===== src/rtl/freq_gauge_sched_if.sv =====
// ---------------------------------------------------------------------------
// freq_gauge_sched_if
// Avalon-MM register bus used by freq_gauge_sched.
//
// Signals:
//   mm_address   [3:0]  word address
//   mm_read             read strobe, one cycle per access
//   mm_write            write strobe, one cycle per access
//   mm_writedata [31:0] write data, qualified by mm_write
//   mm_readdata  [31:0] read data
//
// Handshake: there is no waitrequest, so every strobe is accepted in the
// cycle it is high. A write is sampled on the rising edge that ends the
// strobe cycle. Read data for a strobe sampled on edge N is valid after
// edge N and holds until the next accepted read.
// ---------------------------------------------------------------------------
interface freq_gauge_sched_if;
    logic [3:0]  mm_address;
    logic        mm_read;
    logic        mm_write;
    logic [31:0] mm_writedata;
    logic [31:0] mm_readdata;

    modport master (
        output mm_address, mm_read, mm_write, mm_writedata,
        input  mm_readdata
    );

    modport slave (
        input  mm_address, mm_read, mm_write, mm_writedata,
        output mm_readdata
    );
endinterface


===== src/rtl/freq_gauge_sched.sv =====
// ---------------------------------------------------------------------------
// freq_gauge_sched
// Time-shares one external freq_gauge across several probe clocks. For each
// enabled channel it selects the probe through probe_sel, holds the gauge in
// reset while the mux settles, lets it measure, then captures its reading
// into a per-channel RESULT register.
//
// Ports:
//   clk          reference clock (also the gauge reference clock)
//   reset_n      asynchronous active-low reset
//   mm           register bus (slave modport)
//   gauge_data   gauge reading in Hz
//   probe_sel    external probe mux select
//   gauge_reset  gauge reset, active high
//   dbg_state    current FSM state (IDLE=0 SETTLE=1 MEASURE=2 CAPTURE=3 NEXT=4)
//
// Registers: 0 CTRL {mask[8+:Channels], clear_valid(w1, reads 0), enable}
//            1 STATUS {valid[8+:Channels], busy[4], channel[2:0]}
//            2+i RESULT[i]; everything else reads 0.
// ---------------------------------------------------------------------------
module freq_gauge_sched #(
    parameter  int Channels      = 4,
    parameter  int SettleCycles  = 16,
    parameter  int MeasureCycles = 120000,
    localparam int SelW          = (Channels > 1) ? $clog2(Channels) : 1
) (
    input  logic                     clk,
    input  logic                     reset_n,
    freq_gauge_sched_if.slave        mm,
    input  logic [31:0]              gauge_data,
    output logic [SelW-1:0]          probe_sel,
    output logic                     gauge_reset,
    output logic [2:0]               dbg_state
);

    localparam int CntMax = (SettleCycles > MeasureCycles) ? SettleCycles : MeasureCycles;
    localparam int CntW   = $clog2(CntMax + 1);

    typedef enum logic [2:0] {
        ST_IDLE    = 3'd0,
        ST_SETTLE  = 3'd1,
        ST_MEASURE = 3'd2,
        ST_CAPTURE = 3'd3,
        ST_NEXT    = 3'd4
    } state_t;

    state_t                state_q, state_d;
    logic [CntW-1:0]       cnt_q, cnt_d;
    logic [SelW-1:0]       sel_q, sel_d;
    logic                  enable_q, enable_d;
    logic [Channels-1:0]   mask_q, mask_d;
    logic [Channels-1:0]   valid_q, valid_d;
    logic [31:0]           result_q [Channels];
    logic [31:0]           result_d [Channels];
    logic [31:0]           rdata_q, rdata_d;
    logic [1:0]            sync_q;

    logic                  run_ok;
    logic                  run;
    logic                  capture;
    logic                  wr_ctrl;
    logic [SelW-1:0]       lowest_sel;
    logic [SelW-1:0]       next_sel;
    logic [SelW-1:0]       cand;

    // Reset release is re-timed to clk; the FSM only starts once both
    // synchroniser stages have seen reset_n high.
    always_ff @(posedge clk or negedge reset_n) begin
        if (!reset_n) sync_q <= 2'b00;
        else          sync_q <= {sync_q[0], 1'b1};
    end
    assign run_ok = sync_q[1];

    assign run     = enable_q && (mask_q != '0);
    assign wr_ctrl = mm.mm_write && (mm.mm_address == 4'd0);

    // Channel search: lowest set mask bit, and the first set bit strictly
    // after the current channel (wrapping; the current channel itself is the
    // last candidate, so a single-bit mask reselects it).
    always_comb begin
        lowest_sel = '0;
        for (int i = Channels - 1; i >= 0; i--) begin
            if (mask_q[i]) lowest_sel = SelW'(i);
        end
        next_sel = sel_q;
        cand     = '0;
        for (int i = Channels; i >= 1; i--) begin
            cand = SelW'((int'(sel_q) + i) % Channels);
            if (mask_q[cand]) next_sel = cand;
        end
    end

    always_comb begin
        state_d = state_q;
        cnt_d   = cnt_q;
        sel_d   = sel_q;
        capture = 1'b0;
        case (state_q)
            ST_IDLE: begin
                if (run && run_ok) begin
                    state_d = ST_SETTLE;
                    sel_d   = lowest_sel;
                end
            end
            ST_SETTLE: begin
                if (!run)                                   state_d = ST_IDLE;
                else if (!mask_q[sel_q])                    state_d = ST_NEXT;
                else if (cnt_q == CntW'(SettleCycles - 1))  state_d = ST_MEASURE;
                else                                        cnt_d   = cnt_q + CntW'(1);
            end
            ST_MEASURE: begin
                if (!run)                                   state_d = ST_IDLE;
                else if (!mask_q[sel_q])                    state_d = ST_NEXT;
                else if (cnt_q == CntW'(MeasureCycles - 1)) state_d = ST_CAPTURE;
                else                                        cnt_d   = cnt_q + CntW'(1);
            end
            ST_CAPTURE: begin
                if (!run) begin
                    state_d = ST_IDLE;
                end else begin
                    capture = 1'b1;
                    state_d = ST_NEXT;
                end
            end
            ST_NEXT: begin
                if (!run) begin
                    state_d = ST_IDLE;
                end else begin
                    sel_d   = next_sel;
                    state_d = ST_SETTLE;
                end
            end
            default: state_d = ST_IDLE;
        endcase
        // Every state entry starts its count from zero.
        if (state_d != state_q) cnt_d = '0;
    end

    // Register file update. clear_valid acts on the same edge as a capture
    // but is applied first, so the captured channel keeps its valid bit.
    always_comb begin
        enable_d = enable_q;
        mask_d   = mask_q;
        valid_d  = valid_q;
        for (int i = 0; i < Channels; i++) result_d[i] = result_q[i];
        if (wr_ctrl) begin
            enable_d = mm.mm_writedata[0];
            mask_d   = mm.mm_writedata[8 +: Channels];
            if (mm.mm_writedata[1]) valid_d = '0;
        end
        if (capture) begin
            valid_d[sel_q]  = 1'b1;
            result_d[sel_q] = gauge_data;
        end
    end

    always_comb begin
        rdata_d = rdata_q;
        if (mm.mm_read) begin
            rdata_d = '0;
            if (mm.mm_address == 4'd0) begin
                rdata_d[0]             = enable_q;
                rdata_d[8 +: Channels] = mask_q;
            end else if (mm.mm_address == 4'd1) begin
                rdata_d[2:0]           = 3'(sel_q);
                rdata_d[4]             = (state_q != ST_IDLE);
                rdata_d[8 +: Channels] = valid_q;
            end else begin
                for (int i = 0; i < Channels; i++) begin
                    if (mm.mm_address == 4'(i + 2)) rdata_d = result_q[i];
                end
            end
        end
    end

    always_ff @(posedge clk or negedge reset_n) begin
        if (!reset_n) begin
            state_q  <= ST_IDLE;
            cnt_q    <= '0;
            sel_q    <= '0;
            enable_q <= 1'b0;
            mask_q   <= '0;
            valid_q  <= '0;
            rdata_q  <= '0;
            for (int i = 0; i < Channels; i++) result_q[i] <= '0;
        end else begin
            state_q  <= state_d;
            cnt_q    <= cnt_d;
            sel_q    <= sel_d;
            enable_q <= enable_d;
            mask_q   <= mask_d;
            valid_q  <= valid_d;
            rdata_q  <= rdata_d;
            for (int i = 0; i < Channels; i++) result_q[i] <= result_d[i];
        end
    end

    assign probe_sel      = sel_q;
    assign gauge_reset    = !((state_q == ST_MEASURE) || (state_q == ST_CAPTURE));
    assign dbg_state      = state_q;
    assign mm.mm_readdata = rdata_q;

endmodule


===== src/flat_wrapper.sv =====
// flat-port wrapper written by rule: the top's interface ports become plain ports
module freq_gauge_sched_flat 
#(
    parameter  int Channels      = 4,
    parameter  int SettleCycles  = 16,
    parameter  int MeasureCycles = 120000,
    localparam int SelW          = (Channels > 1) ? $clog2(Channels) : 1
)
  (clk, reset_n, gauge_data, probe_sel, gauge_reset, dbg_state, mm_mm_address, mm_mm_read, mm_mm_write, mm_mm_writedata, mm_mm_readdata);
  freq_gauge_sched_if mm_i ();
  input  logic clk;
  input  logic reset_n;
  input  logic [31:0] gauge_data;
  output logic [SelW-1:0] probe_sel;
  output logic gauge_reset;
  output logic [2:0] dbg_state;
  input wire logic [$bits(mm_i.mm_address)-1:0] mm_mm_address;
  input wire logic [$bits(mm_i.mm_read)-1:0] mm_mm_read;
  input wire logic [$bits(mm_i.mm_write)-1:0] mm_mm_write;
  input wire logic [$bits(mm_i.mm_writedata)-1:0] mm_mm_writedata;
  output wire logic [$bits(mm_i.mm_readdata)-1:0] mm_mm_readdata;
  assign mm_i.mm_address = mm_mm_address;
  assign mm_i.mm_read = mm_mm_read;
  assign mm_i.mm_write = mm_mm_write;
  assign mm_i.mm_writedata = mm_mm_writedata;
  assign mm_mm_readdata = mm_i.mm_readdata;
  freq_gauge_sched #(.Channels(Channels), .SettleCycles(SettleCycles), .MeasureCycles(MeasureCycles)) u_core (.clk(clk), .reset_n(reset_n), .mm(mm_i), .gauge_data(gauge_data), .probe_sel(probe_sel), .gauge_reset(gauge_reset), .dbg_state(dbg_state));
endmodule

===== config.mk =====
export PLATFORM = sky130hd
export DESIGN_NAME = freq_gauge_sched_flat
export DESIGN_NICKNAME = d
export VERILOG_FILES = /design/src/rtl/freq_gauge_sched_if.sv /design/src/rtl/freq_gauge_sched.sv /design/src/flat_wrapper.sv
export SDC_FILE = /design/constraint.sdc
export NUM_CORES = 1
export LEC_CHECK = 0
export ABC_AREA = 0
export BUFFER_PORTS_ARGS = -buffer_cell sky130_fd_sc_hd__buf_2
export CORE_ASPECT_RATIO = 1.75
export CORE_UTILIZATION = 41
export CTS_CLUSTER_DIAMETER = 80
export CTS_CLUSTER_SIZE = 14
export DETAILED_ROUTE_END_ITERATION = 16
export PLACE_DENSITY_LB_ADDON = 0.12
export SYNTH_ARGS = -nofsm -noshare
export SYNTH_HDL_FRONTEND = slang
export SYNTH_SLANG_ARGS = --single-unit

===== constraint.sdc =====
create_clock -name clk -period 2.5 [get_ports clk]
set_input_delay 0.125 -clock clk [delete_from_list [all_inputs] [get_ports clk]]
set_output_delay 0.125 -clock clk [all_outputs]
set_load 0.03 [all_outputs]

==> reports/qor.yml <==
status: "finished clean"
ff2ff_path_depth: 6
synthCells: 706
grtUsageTotal_pct: 20.4
worstPathRequired_ps: 2810
grt_max_degree: 79
hold_viol_final: 0
slew_headroom_pct: 56.3
area_growth_syn_to_layout_pct: 20.1
wl_per_cell_um: 19.6
path_class: "register to register"
dieHeight_um: 197
period_share_pct: 90.6
period_minus_slack_ps: 2260
endpoint_kind: "register"
antenna_found_initial: 0
multi_input_area_um2: 3690
yosys_warnings: 0
setup_viol: 0
nFillCells: 1881
synth-simple-area-share_pct: 9.25
synth_xor_area_share_pct: 0
cts-root-buf: "clkbuf_16"
cts_tree: "yes"
first_iter_violations: 366
fmax_mhz: 442
dieArea_um2: 22300
endpoint: "u_core.result_q[16]"
r2r-end: "u_core.result_q[16]"
crit_start: "u_core.mask_q[0]"
vias_per_cell: 5.74
clkTransAtPathRegs_ps: 70
synth.distinct_cells: 63
place_area_um2: 9630
cp.arrival_ps: 2580
synth_area_um2: 8880
coreArea_um2: 21000
drv_slew: 0
die_w_um: 113
clk_path_buf_depth: 2
detail_route.first_pass.iterations: 4
fin_tns_setup_ps: 0
synth_mux_area_share_pct: 18.1
ant_nets: 0
rsz0062_at_grt: "false"
layout.nets: 901
ys.flop_type: "dfrtp_1"
register_area_um2: 4830
syn_area_per_cell_um2: 12.6
cp_max_fo: 22
finish.utilization_pct: 50.7
diodes: 0
stdcell_count: 1089
synth_top_family_by_area: "multiplexers"
async_reset_ff_share_pct: 100
ys_ff_latch: 193
ios: 110
max-vdd-ir-drop_mv: 0.345
htreeDepth: 4
regToRegSetupSlack_ps: 240
min_path_type: "primary input to register"
rows: 70
wl_um: 21400
placed_cells_incl_taps: 1018
grt_pass1_vias: 6669
pwr_density_cell_nw_per_um2: 676
synth-compound-area-share_pct: 13.2
dpl.hpwl_um: 13800
dr_total_vias: 6246
grt_overflow: 0
fin_area_um2: 10700
clock-sinks: 193
startpoint_type: "register"
synthAdderAreaFrac_pct: 0.818
maxCapViolations: 0
numPortBuffers: 83
skew_ps: 8.73
start_util_pct: 42.2
gp_congestion: 0.844
insertion_delay_ps: 430
worst_pin_slew_ps: 656
final_layout_size_suffix_gt1_share_pct: 37.5
synth_nets: 783
ys_seq_area_share_pct: 54.4
synth_edf_count: 0
grt_pass1_wl_um: 35100
worstReg2RegStart: "u_core.mask_q[0]"
power_leakage_uw: 0.00496
drc: 0
cts_made_buffers: 17
==> flip-flops by register name (all words and copies together) (netlist names) <==
register               cells
u_core.sync_q              2
u_core.cnt_q              17
u_core.probe_sel           2
u_core.mm.mm_readdata     32
u_core.result_q          128
u_core.dbg_state           3
u_core.mask_q              4
u_core.enable_q            1
u_core.valid_q             4
==> Yosys cell counts, types with 3 or more instances <==
cell type	count	area share, %
a211oi_1	4	0.34
a21o_1	5	0.42
a21oi_1	15	0.85
a21oi_2	10	0.99
a22oi_1	60	5.1
a31oi_1	32	2.3
and2_1	5	0.35
and3_1	5	0.35
buf_2	4	0.23
buf_6	16	2.0
clkbuf_1	29	1.2
dfrtp_1	193	54
ha_1	5	0.70
inv_1	5	0.21
mux2_2	135	17
mux2i_1	3	0.34
nand2_1	23	0.97
nand2b_1	3	0.21
nand3_1	7	0.39
nand3b_1	4	0.34
nand4_1	9	0.63
nor2_1	38	1.6
nor2b_1	4	0.28
nor3_1	5	0.28
o21ai_0	14	0.79
o31ai_1	6	0.51
o41ai_1	4	0.39
or3_1	12	0.85
or3b_2	3	0.30
or4_1	6	0.51
or4b_1	3	0.34
==> cells by family after synthesis <==
| group | count (synthesis) |
|---|---|
| buffers and inverters | 60 |
| adders and majority gates | 6 |
| and+or+nand+nor | 141 |
| AOI/OAI and AO/OA | 164 |
| muxes | 141 |
| other | 1 |
| DFF | 193 |
==> where the power goes <==
part | total [uW] | switching, uW | internal (uW) | leakage, uW
clock network | 2880 | 1230 | 1660 | 0.000302
logic | 1040 | 639 | 403 | 0.00201
registers | 3280 | 86.0 | 3200 | 0.00264
total | 7210 | 1950 | 5250 | 0.00496
==> worst min path at each step <==
stage	cells after the start	slack [ps]	to	start
2_1_floorplan	0	-170	u_core.cnt_q[0]	reset_n
3_3_place_gp	1	200	u_core.mm.mm_readdata[13]	reset_n
3_5_place_dp	1	210	u_core.mm.mm_readdata[13]	reset_n
4_1_cts	3	90	u_core.valid_q[2]	mm_mm_writedata[1]
5_1_grt	2	120	u_core.mm.mm_readdata[26]	mm_mm_read
6_report	3	110	u_core.valid_q[0]	mm_mm_writedata[1]
==> per-stage QoR <==
step	power, uW	worst slack, ps	hold WS, ps
after global placement	4290	72.2	197
after CTS	7270	16.0	94.0
after floorplan	3950	348	-171
after global routing	7510	128	123
after detailed placement	4320	21.6	212
final	7210	236	110
==> layout make-up <==
type	instances	share of cell area [%]
sequential	193	45.3
tap	252	2.96
clock buffer	20	4.28
clock inverter	12	1.61
timing repair buffer	154	11.0
inverter	5	0.176
multi-input combinational	453	34.6
==> critical path, cell delays in order, from the launching register on <==
cell,delay [ps]
dfrtp_1,520
o41ai_1,510
nor2_1,100
and3_4,210
and2_2,300
buf_12,220
mux2_2,280
==> cell usage in the layout (no fill, tap or decap), types with 17 or more instances in the layout <==
master           n
mux2_2         135
a31oi_1         32
clkbuf_16       17
dfrtp_1        193
nor2_1          38
buf_2           82
nand2_1         23
dlygate4sd3_1   38
buf_4           23
a22oi_1         60
==> layer usage <==
metal  global-route usage [%]  up-vias  wire length, um
met1                     23.8     3211             8820
met3                     3.97       31              674
met2                     37.1      123            11500
li1                         -     2881                -
met4                     7.12        0              410
met5                        0        -                0
==> what timing repair did <==
action	4_1_cts	5_1_grt
setup buffers	0	1
endpoints found under the hold margin	208	0
gates resized for setup	0	0
hold buffers	38	0
setup endpoints to repair	0	7
Note: power is estimated with default switching activity, not from simulation.
